### src/rtl/ks_pkg.sv
// rtl/ks_pkg.sv - shared Kogge-Stone prefix types and combine operator
package ks_pkg;

    localparam int KS_MAX_WIDTH = 64;

    typedef struct packed {
        logic g;
        logic p;
    } pg_t;

    // Black cell: merge a higher group with the adjacent lower group.
    function automatic pg_t ks_black(input pg_t hi, input pg_t lo);
        pg_t r;
        r.g = hi.g | (hi.p & lo.g);
        r.p = hi.p & lo.p;
        return r;
    endfunction

endpackage

### src/rtl/ks_prefix_level.sv
// rtl/ks_prefix_level.sv - one registered Kogge-Stone prefix level of span DIST
module ks_prefix_level
    import ks_pkg::*;
#(
    parameter int WIDTH = 8,
    parameter int DIST  = 1
) (
    input  logic             clk,
    input  logic             rst_n,
    input  logic             en,
    input  logic             valid_i,
    input  pg_t [WIDTH-1:0]  pg_i,
    output logic             valid_o,
    output pg_t [WIDTH-1:0]  pg_o
);

    pg_t [WIDTH-1:0] pg_d;
    pg_t [WIDTH-1:0] pg_q;
    logic            valid_q;

    for (genvar i = 0; i < WIDTH; i++) begin : g_cell
        if (i >= DIST) begin : g_black
            assign pg_d[i] = ks_black(pg_i[i], pg_i[i-DIST]);
        end else begin : g_pass
            assign pg_d[i] = pg_i[i];
        end
    end

    always_ff @(posedge clk or negedge rst_n) begin
        if (!rst_n) begin
            valid_q <= 1'b0;
            pg_q    <= '0;
        end else if (en) begin
            valid_q <= valid_i;
            pg_q    <= pg_d;
        end
    end

    assign valid_o = valid_q;
    assign pg_o    = pg_q;

endmodule

### src/rtl/ks_pipe_subtractor.sv
// rtl/ks_pipe_subtractor.sv - pipelined Kogge-Stone subtractor diff = a - b - bin
// Optional KS_SUB_SAT_EN: clamp diff to signed max/min on signed overflow.
module ks_pipe_subtractor
    import ks_pkg::*;
#(
    parameter int WIDTH = 8
) (
    input  logic             clk,
    input  logic             rst_n,
    input  logic             in_valid,
    output logic             in_ready,
    input  logic [WIDTH-1:0] a,
    input  logic [WIDTH-1:0] b,
    input  logic             bin,
    output logic             out_valid,
    input  logic             out_ready,
    output logic [WIDTH-1:0] diff,
    output logic             borrow_out,
    output logic             ovf
);

    localparam int LEVELS = $clog2(WIDTH);

    logic             en;
    logic             s0_valid_q;
    logic [WIDTH-1:0] s0_p_q;
    logic [WIDTH-1:0] s0_g_q;
    logic             s0_cin_q;

    pg_t [WIDTH-1:0]  pg0;
    pg_t [WIDTH-1:0]  lvl_pg    [0:LEVELS];
    logic             lvl_valid [0:LEVELS];

    // p and cin ride alongside the prefix levels so the final stage sees them aligned.
    logic [WIDTH-1:0] p_pipe_q  [0:LEVELS-1];
    logic [LEVELS-1:0] cin_pipe_q;

    logic [WIDTH-1:0] carry;
    logic [WIDTH-1:0] diff_raw;
    logic [WIDTH-1:0] diff_d;
    logic             borrow_d;
    logic             ovf_d;

    logic             out_valid_q;
    logic [WIDTH-1:0] diff_q;
    logic             borrow_q;
    logic             ovf_q;

    // One global enable: the whole pipe advances or the whole pipe holds.
    assign en       = ~out_valid_q | out_ready;
    assign in_ready = en;

    always_ff @(posedge clk or negedge rst_n) begin
        if (!rst_n) begin
            s0_valid_q <= 1'b0;
            s0_p_q     <= '0;
            s0_g_q     <= '0;
            s0_cin_q   <= 1'b0;
        end else if (en) begin
            s0_valid_q <= in_valid;
            s0_p_q     <= a ^ ~b;
            s0_g_q     <= a & ~b;
            s0_cin_q   <= ~bin;
        end
    end

    always_comb begin
        pg0 = '0;
        for (int i = 0; i < WIDTH; i++) begin
            pg0[i].g = s0_g_q[i];
            pg0[i].p = s0_p_q[i];
        end
    end

    assign lvl_pg[0]    = pg0;
    assign lvl_valid[0] = s0_valid_q;

    for (genvar k = 0; k < LEVELS; k++) begin : g_level
        ks_prefix_level #(
            .WIDTH (WIDTH),
            .DIST  (2 ** k)
        ) u_level (
            .clk     (clk),
            .rst_n   (rst_n),
            .en      (en),
            .valid_i (lvl_valid[k]),
            .pg_i    (lvl_pg[k]),
            .valid_o (lvl_valid[k+1]),
            .pg_o    (lvl_pg[k+1])
        );
    end

    always_ff @(posedge clk or negedge rst_n) begin
        if (!rst_n) begin
            for (int k = 0; k < LEVELS; k++) p_pipe_q[k] <= '0;
            cin_pipe_q <= '0;
        end else if (en) begin
            p_pipe_q[0] <= s0_p_q;
            for (int k = 1; k < LEVELS; k++) p_pipe_q[k] <= p_pipe_q[k-1];
            cin_pipe_q <= {cin_pipe_q[LEVELS-2:0], s0_cin_q};
        end
    end

    // cin is applied after the prefix tree: carry[i] = G[i:0] | P[i:0] & cin.
    for (genvar i = 0; i < WIDTH; i++) begin : g_carry
        assign carry[i] = lvl_pg[LEVELS][i].g | (lvl_pg[LEVELS][i].p & cin_pipe_q[LEVELS-1]);
    end

    assign diff_raw = p_pipe_q[LEVELS-1] ^ {carry[WIDTH-2:0], cin_pipe_q[LEVELS-1]};
    assign borrow_d = ~carry[WIDTH-1];
    assign ovf_d    = carry[WIDTH-1] ^ carry[WIDTH-2];

`ifdef KS_SUB_SAT_EN
    // On overflow the wrapped MSB is the inverse of a's sign, so it picks the clamp.
    assign diff_d = !ovf_d ? diff_raw
                  : diff_raw[WIDTH-1] ? {1'b0, {(WIDTH-1){1'b1}}}
                  : {1'b1, {(WIDTH-1){1'b0}}};
`else
    assign diff_d = diff_raw;
`endif

    always_ff @(posedge clk or negedge rst_n) begin
        if (!rst_n) begin
            out_valid_q <= 1'b0;
            diff_q      <= '0;
            borrow_q    <= 1'b0;
            ovf_q       <= 1'b0;
        end else if (en) begin
            out_valid_q <= lvl_valid[LEVELS];
            diff_q      <= diff_d;
            borrow_q    <= borrow_d;
            ovf_q       <= ovf_d;
        end
    end

    assign out_valid  = out_valid_q;
    assign diff       = diff_q;
    assign borrow_out = borrow_q;
    assign ovf        = ovf_q;

endmodule
### config.mk
export PLATFORM = sky130hd
export DESIGN_NAME = ks_pipe_subtractor
export DESIGN_NICKNAME = d
export VERILOG_FILES = /design/src/rtl/ks_pkg.sv /design/src/rtl/ks_prefix_level.sv /design/src/rtl/ks_pipe_subtractor.sv
export SDC_FILE = /design/constraint.sdc
export NUM_CORES = 1
export LEC_CHECK = 0
export CAP_MARGIN = 20
export CORE_MARGIN = 2
export CORE_UTILIZATION = 45
export DETAILED_ROUTE_END_ITERATION = 16
export PLACE_DENSITY = 0.74
export SETUP_SLACK_MARGIN = 0.1
export SYNTH_ARGS = -nofsm -noshare
export SYNTH_HDL_FRONTEND = slang
export SYNTH_SLANG_ARGS = --single-unit
### constraint.sdc
create_clock -name clk -period 1.4 [get_ports clk]
set_clock_uncertainty 0.2 [all_clocks]
set_input_delay 0.14 -clock clk [delete_from_list [all_inputs] [get_ports clk]]
set_output_delay 0.14 -clock clk [all_outputs]
set_load 0.03 [all_outputs]
## Word level (Yosys, flattened, before mapping)

Index checks and enable logic that the tools add are counted.

| storage, ports and cells | value |
|---|---|
| RAM bits | 0 |
| bits of input ports | 21 |
| memories | 0 |
| bits in latches | 0 |
| output and inout port bits | 12 |
| register bits after elaboration | 107 |
| logic and storage cells | 139 |
| ROM bits | 0 |

| operators by class | value |
|---|---|
| reductions and logical operators | 0 |
| shifts and indexed selects | 0 |
| add/subtract/negate cells | 0 |
| equal/unequal tests | 0 |
| div/mod/pow operators | 0 |
| multiply operators | 0 |
| $lt $le $gt $ge | 0 |
| bitwise logic cells | 76 |
| muxes and demuxes | 0 |

Operators with widths:

| cell | count |
|---|---|
| AND 1 bit | 42 |
| bitwise OR 1 bit | 26 |
| bitwise XOR 8 bit | 2 |
| AND 8 bit | 1 |
| NOT 8 bit | 1 |
| NOT 1 bit | 3 |
| bitwise XOR 1 bit | 1 |

## Logic depth before layout (Yosys ltp)

Gate-level depths: netlist of run 1.

| logic depth | value |
|---|---|
| depth in word-level cells | 3 |
| depth in mapped cells | 6 |
| mapped depth without buffers | 4 |

## Cells and area by module

A second synthesis of run 1 with hierarchy kept.

| unflattened totals | value |
|---|---|
| cells, all modules | 440 |
| area total of the unflattened synthesis | 4449.3 um^2 |

Modules (own cells, without submodules):

| module | sequential area each (um^2) | cells an instance | area an instance (um^2) | times used |
|---|---|---|---|---|
| ks_pipe_subtractor | 1401.3 | 261 | 2354.8 | 1 |
| ks_prefix_level at g_level[1].u_level | 425.4 | 61 | 730.7 | 1 |
| ks_prefix_level at g_level[2].u_level | 425.4 | 53 | 683.2 | 1 |
| ks_prefix_level at g_level[0].u_level | 425.4 | 65 | 680.7 | 1 |

## Worst setup path after synthesis of run 1

OpenSTA, ideal clock, no wires.

| timing path | value |
|---|---|
| kind | reg2reg |
| start point | register out_valid_q, in the netlist out_valid |
| end point | register g_level[0].u_level.pg_q (netlist bit g_level[0].u_level.pg_o[1]) |
| setup slack | -81 ps |
| data arrival time | 1165 ps |
| setup time | 116 ps |
| stages on the path, launching flop included | 7 |
| required time | 1084 ps |
| path buffers | 2 |
| clock period less this slack | 1481 ps |
| cell sequence | dfrtp_1 nor2b_4 buf_6 inv_4 buf_4 nand2_1 nand2_1 |

| on the way | value |
|---|---|
| longest elaborated chain between the ends | 2 |

RTL lines:

| item | line | text |
|---|---|---|
| start: declaration | ks_pipe_subtractor.sv:44 | `logic out_valid_q;` |
| start signal: assignment | ks_pipe_subtractor.sv:129 | `out_valid_q <= lvl_valid[LEVELS];` |
| NOT 1 bit | ks_pipe_subtractor.sv:50 | `assign en = ~out_valid_q \| out_ready;` |
| bitwise OR 1 bit | ks_pipe_subtractor.sv:50 |  |
| via in_ready | ks_pipe_subtractor.sv:11 | `output logic in_ready,` |
| end signal: assignment | ks_prefix_level.sv:35 | `pg_q <= pg_d;` |
| end: declaration | ks_prefix_level.sv:18 | `pg_t [WIDTH-1:0] pg_q;` |

The timed path passes the listed nets, and every way through them passes these cells.
A chain may end at the register's enable or synchronous reset.

## Final worst setup path of run 1

| timing path | value |
|---|---|
| start point | register out_valid_q, in the netlist out_valid |
| end point | output port in_ready |

| on the way | value |
|---|---|
| longest elaborated chain between the ends | 2 |

RTL lines:

| item | line |
|---|---|
| NOT 1 bit | ks_pipe_subtractor.sv:50 |
| bitwise OR 1 bit | ks_pipe_subtractor.sv:50 |
| end: declaration | ks_pipe_subtractor.sv:11 |

No other way between the ends.

==> results of run 1 <==
[power by group through the flow]
stage | sequential (W) | clock, W | combinational (W)
final | 0.00504 | 0.00193 | 0.00366
after global routing | 0.00519 | 0.00206 | 0.00409
after CTS | 0.00502 | 0.00195 | 0.00349
after detailed placement | 0.00506 | 0 | 0.00299
after global placement | 0.00502 | 0 | 0.00291
after floorplan | 0.00512 | 0 | 0.00193
[critical path, stage by stage, from the launching register on]
cell and delay [ps]:
dfrtp_2 360, nor2b_4 180, inv_4 50, buf_12 120, buf_8 120
[state kept, by name (all words and copies together) (netlist names)]
name,flops
g_level.u_level.pg_o,45
p_pipe_q,24
diff,8
s0_g_q,8
s0_p_q,8
cin_pipe_q,3
g_level.u_level.valid_o,3
borrow_out,1
out_valid,1
ovf,1
s0_cin_q,1
s0_valid_q,1
[path summary, 6_finish.rpt]
check                                                    endpoint  slack, ps  depth (start not counted)
max                                                      in_ready       -160                          4
min in group clk                             s0_cin_q$_DFFE_PN0P_        100                          2
max in group asynchronous  g_level[0].u_level.pg_o[2]$_DFFE_PN0P_        450                          3
max reg2reg                g_level[0].u_level.pg_o[5]$_DFFE_PN0P_       -120                          5
min                        g_level[2].u_level.valid_o$_DFFE_PN0P_         30                          2
min reg2reg                               p_pipe_q[9]$_DFFE_PN0P_        270                          2
[synth_stat cells (3+ instances only)]
master / instances / area share (%)
nand2_1: 236 / 21
dfrtp_1: 104 / 61
a21oi_1: 25 / 2.9
o21ai_0: 25 / 2.9
nand3_1: 17 / 2.0
buf_2: 14 / 1.7
ha_1: 9 / 2.7
inv_1: 8 / 0.71
xor2_1: 7 / 1.4
buf_6: 5 / 1.3
nor2_1: 5 / 0.44
buf_4: 3 / 0.53
[routing by layer]
metal | vias to the layer above | GRT usage (%)
met5 | - | 0
met4 | 0 | 7.69
met3 | 15 | 3.40
met2 | 86 | 30.1
met1 | 1497 | 24.7
li1 | 1561 | -
[final cells by class]
type,count,area [um^2]
clock buffers,9,124
clock inverters,7,78.8
fillers,805,3980
inverters,9,36.3
multi-input cells,328,1490
flip-flops and latches,104,2610
well taps,111,139
repair buffers,63,747
[kinds of logic (layout without fill, tap and decap cells)]
group / Yosys count / in the layout / synth area share [%]
AND/OR/NAND/NOR: 260 / 260 / 23.8
flip-flops: 104 / 104 / 61.4
AO/OA/AOI/OAI: 52 / 52 / 6.28
buffers and inverters: 32 / 88 / 4.45
adder cells (fa/ha/maj): 9 / 9 / 2.65
XOR/XNOR: 7 / 7 / 1.45
[repair_timing]
| action | CTS | global route |
|---|---|---|
| gates resized for setup | 55 | 17 |
| hold endpoints to repair | 104 | 0 |
| hold buffers | 1 | 0 |
| buffers inserted | 6 | 6 |
| gates cloned | 5 | 0 |
| pin swaps | 4 | 0 |
| endpoints found under the setup margin | 103 | 115 |
[through the flow]
stage          util, %  power, W  instance area [um^2]
2_1_floorplan        -   0.00705                  4270
3_3_place_gp      51.5   0.00793                  4730
3_5_place_dp      51.5   0.00806                  4730
4_1_cts           56.1    0.0105                  5160
5_1_grt           56.7    0.0113                  5220
6_report          56.7    0.0106                  5220
==> impl_metrics.yaml, run 1 <==
run_status:
  outcome: "complete, but fails checks"
  violations: "setup timing"
synthesis:
  synth_warnings: 0
  syn-cell-area_um2: 4240
  ys_types: 18
  seq_area_frac_synth_pct: 61.4
  synthCells: 464
  synth_nets: 494
  async_reset_ff_share_pct: 100
  synthFlopType: "dfrtp_1"
  ys_ff_latch: 104
  synth.avg_cell_area_um2: 9.14
  synth_edf_count: 0
timing:
  setup_viol: 78
  rsz0062_at_grt: "yes"
  drv_slew: 0
  worst_slack_ps: -160
  fmax_mhz: 641
  tightest_slew_ps: 417
  tns_ps: -5880
  hold_violations: 0
  fin_hold_ws_ps: 33.7
  period_needed_ps: 1560
  slew_headroom_pct: 72.2
  period_share_pct: 111
global_route:
  first_global_vias: 3106
  grt-ovfl-total: 0
  grt_max_degree: 38
  grt_pass1_wl_um: 14800
  grt_antenna_before_repair: 0
  grt.total_usage_pct: 18.6
worst_setup_path:
  startpoint_type: "flop"
  cp-end-kind: "output port"
  worst-setup-path-type: "flop to output port"
  required_ps: 1060
  reg2reg_from: "out_valid$_DFFE_PN0P_"
  critPathMaxFanout: 2
  startpoint: "out_valid$_DFFE_PN0P_"
  cp.arrival_ps: 1220
floorplanning:
  die-area_um2: 10200
  row_count: 35
  initial_core_util_pct: 46.1
  core_area_um2: 9200
  io_pins: 33
  dieWidth_um: 101
  die_h_um: 101
detailed_routing:
  vias: 3159
  antenna_left: 0
  wirelength_met1_um: 3840
  viasPerCell: 5.01
  drc: 0
  totalWireLength_um: 8490
  wl_met2_um: 4080
  post_drt_wl_per_cell_um: 13.5
  dr_wl_met3_um: 400
  first_pass_iters: 4
  drtIter0Drc: 146
  highest_layer: "met4"
place:
  dp_cells: 597
  dp_slack_ps: -236
  portBuffers: 32
  place.gp.congestion: 0.759
  dp_hpwl_um: 4850
final_layout:
  layout.nets: 545
  syn2layout_area_growth_pct: 23.0
  final_cell_mix: "235 x nand2_1, 102 x dfrtp_1, 24 x a21oi_1, 24 x buf_4, 20 x o21ai_0"
  layout_commonest_cell: "nand2_1"
  drive_above_1_share_pct: 13.3
  finalNonFillerCells: 631
  diodes: 0
clocking:
  clk_latency_ps: 380
  clkTransAtPathRegs_ps: 100
  cts.path.max_buffers: 2
  cts_tree: "done"
  htreeDepth: 3
  cts-root-buf: "clkbuf_8"
  numCtsBuffers: 9
  cts_sinks: 104
run:
  maxCapViolCount: 0
power:
  p_per_area_nw_per_um2: 2040
  p_sw_w: 0.00390
  p_int_w: 0.00672
  power_frac_clock_pct: 18.1
  p_comb_share_pct: 34.4
  leakage_nw: 2.70
  ir_worst_vdd_v: 0.000695
  pwr-share-seq_pct: 47.4
  p_sw_share_pct: 36.7
hold_path:
  hp-class: "input port to asynchronous set/reset pin"
Note: power is estimated with default switching activity, not from simulation.
==> run 2, diff against run 1 <==
--- a/config.mk
+++ b/config.mk
@@ -5,6 +5,7 @@
 export SDC_FILE = /design/constraint.sdc
 export NUM_CORES = 1
 export LEC_CHECK = 0
+export ABC_AREA = 1
 export CAP_MARGIN = 20
 export CORE_MARGIN = 2
 export CORE_UTILIZATION = 45
==> run 2 against run 1 <==
  * The flow still finishes with violations (setup timing)
  * Count of clock-buffer cells in the layout up 2
  * Die area down 0.26%
  * Synthesized cell count up 1.5%
  * Core utilization up 2.9 points
  * Maximum frequency up 7.6%
  * First-iteration DRC count up 34%
  * Critical path type unchanged
==> impl_metrics.yaml, run 2 <==
place:
  placed_cell_area_um2: 4750
  dp_slack_ps: -219
  place.gp.congestion: 0.756
  portBuffers: 32
  dp_cells: 607
  dp_hpwl_um: 5290
timing:
  fin_hold_ws_ps: 96.9
  slew_headroom_pct: 76.5
  period_needed_ps: 1450
  setup_viol: 66
  hold_violations: 0
  fmax_mhz: 690
  worst_slack_ps: -49.8
  drv_slew: 0
  tightest_slew_ps: 352
  rsz0062_at_grt: "yes"
  period_share_pct: 104
detailed_routing:
  antenna_left: 0
  drtIter0Drc: 195
  totalWireLength_um: 9140
  vias: 3274
  viasPerCell: 5.05
  post_drt_wl_per_cell_um: 14.1
  first_pass_iters: 4
  drc: 0
worst_setup_path:
  cp-end-kind: "output port"
  required_ps: 1060
  cp.depth: 3
  worst_r2r_endpoint: "g_level[2].u_level.pg_o[9]$_DFFE_PN0P_"
  r2r_cells: 7
  critPathMaxFanout: 3
  path_cells: "nand2_4, buf_12, buf_8"
  worst-setup-path-type: "flop to output port"
  reg2reg_from: "out_valid$_DFFE_PN0P_"
  cp.arrival_ps: 1110
  cp-endpoint: "in_ready"
  critical_path.max_stage_delay_ps: 440
  path_buf_inv: 2
  startpoint: "out_valid$_DFFE_PN0P_"
  startpoint_type: "flop"
  cp_slowest_cell: "dfrtp_2"
  path_delay_family: "flip-flops"
  reg2reg_slack_ps: -50
global_route:
  grt-ovfl-total: 0
  first_global_vias: 2990
  grt.total_usage_pct: 17.2
  grt_pass1_wl_um: 13800
  grt_antenna_before_repair: 0
  grt_max_degree: 61
floorplanning:
  dieWidth_um: 101
  row_count: 35
  initial_core_util_pct: 46.0
  die-area_um2: 10200
  die_h_um: 101
  io_pins: 33
  core_area_um2: 9200
final_layout:
  fillers: 742
  multi_input_area_um2: 1490
  final_cell_mix: "168 x nand2_1, 102 x dfrtp_1, 44 x o21ai_1"
  seq_area_um2: 2610
  finalNonFillerCells: 648
  layout_commonest_cell: "nand2_1"
  syn2layout_area_growth_pct: 29.8
  fin_util_pct: 59.7
  layout.nets: 562
  diodes: 0
  largest_reg_flops: 45
  drive_above_1_share_pct: 18.8
  final_area_um2: 5490
synthesis:
  synthCells: 471
  synth.avg_cell_area_um2: 8.98
  ys_top_cells_by_count: "187 x nand2_1, 104 x dfrtp_1, 54 x o21ai_0"
  synth_nets: 501
  ys_ff_latch: 104
  syn-cell-area_um2: 4230
  synth_top_cell_by_area: "dfrtp_1"
  async_reset_ff_share_pct: 100
  synth_warnings: 0
  seq_area_frac_synth_pct: 61.5
  synth.area.top_cells: "dfrtp_1 62%, nand2_1 17%, o21ai_0 6.4%"
  ys_types: 17
  synthFlopType: "dfrtp_1"
  synth_edf_count: 0
  yosysMostFrequentCell: "nand2_1"
  synth_top_area_share_pct: 61.5
clocking:
  htreeDepth: 3
  cts_sinks: 104
  cts-root-buf: "clkbuf_8"
  cts_tree: "done"
  clkTransAtPathRegs_ps: 100
  clk_latency_ps: 370
  numCtsBuffers: 9
  cts.path.max_buffers: 2
power:
  p_per_area_nw_per_um2: 2030
  ir_worst_vdd_v: 0.000807
  leakage_nw: 2.73
run:
  maxCapViolCount: 0
run_status:
  violations: "setup timing"
  outcome: "complete, but fails checks"
hold_path:
  hp-class: "input port to asynchronous set/reset pin"
==> run 2: layer usage <==
metal	share of wire, %	vias up	wire length, um	global-route usage, %
met2	50	59	4530	27.3
met3	3.3	19	298	2.29
met1	45	1586	4140	23.9
met4	1.9	0	173	7.80
li1	-	1610	-	-
met5	0	-	0	0
==> run 2: how the worst min path moves through the flow <==
stage / from / endpoint / depth (start not counted)
after detailed placement: rst_n / diff[1]$_DFFE_PN0P_ / 1
after global placement: rst_n / diff[1]$_DFFE_PN0P_ / 1
after floorplan: rst_n / borrow_out$_DFFE_PN0P_ / 0
after global routing: rst_n / diff[2]$_DFFE_PN0P_ / 3
after CTS: rst_n / diff[2]$_DFFE_PN0P_ / 3
final: rst_n / diff[2]$_DFFE_PN0P_ / 3
==> run 2: cells by family (layout without fill, tap and decap cells) <==
logic type / after synthesis / in the layout / share of synthesized area (%)
AO/OA/AOI/OAI: 85 / 85 / 10.1
adder cells (fa/ha/maj): 9 / 9 / 2.66
buffers and inverters: 65 / 131 / 6.48
flip-flops: 104 / 104 / 61.5
AND/OR/NAND/NOR: 208 / 208 / 19.2
==> run 2: final cells by class <==
| type | instances | area share [%] |
|---|---|---|
| clock buffers | 11 | 2.58 |
| clock inverters | 5 | 1.05 |
| inverters | 44 | 3.05 |
| multi-input cells | 302 | 27.1 |
| flip-flops and latches | 104 | 47.5 |
| well taps | 111 | 2.53 |
| repair buffers | 71 | 16.2 |
==> run 2: tightest hold or removal path: stages <==
cell and delay [ps]:
dlygate4sd3_1 530, buf_4 150, buf_12 220
==> run 2: where the power goes <==
part	total (W)	switching [W]	internal, W
registers	0.00498	0.000810	0.00417
logic	0.00429	0.00233	0.00195
clock network	0.00187	0.00100	0.000873
==> run 2: stage by stage <==
step,setup TNS (ps),total power [W]
final,-1340,0.0111
after global routing,-5580,0.0119
after CTS,-899,0.0101
after detailed placement,-13180,0.00815
after global placement,-10830,0.00799
after floorplan,0,0.00696
==> run 2: what timing repair did <==
| action | in CTS | in global routing |
|---|---|---|
| buffers inserted | 3 | 10 |
| cloned | 1 | 9 |
| resized for setup | 34 | 91 |
| hold endpoints to repair | 104 | 7 |
| hold buffers | 2 | 1 |
| setup endpoints to repair | 34 | 117 |
| pin swaps | 1 | 5 |
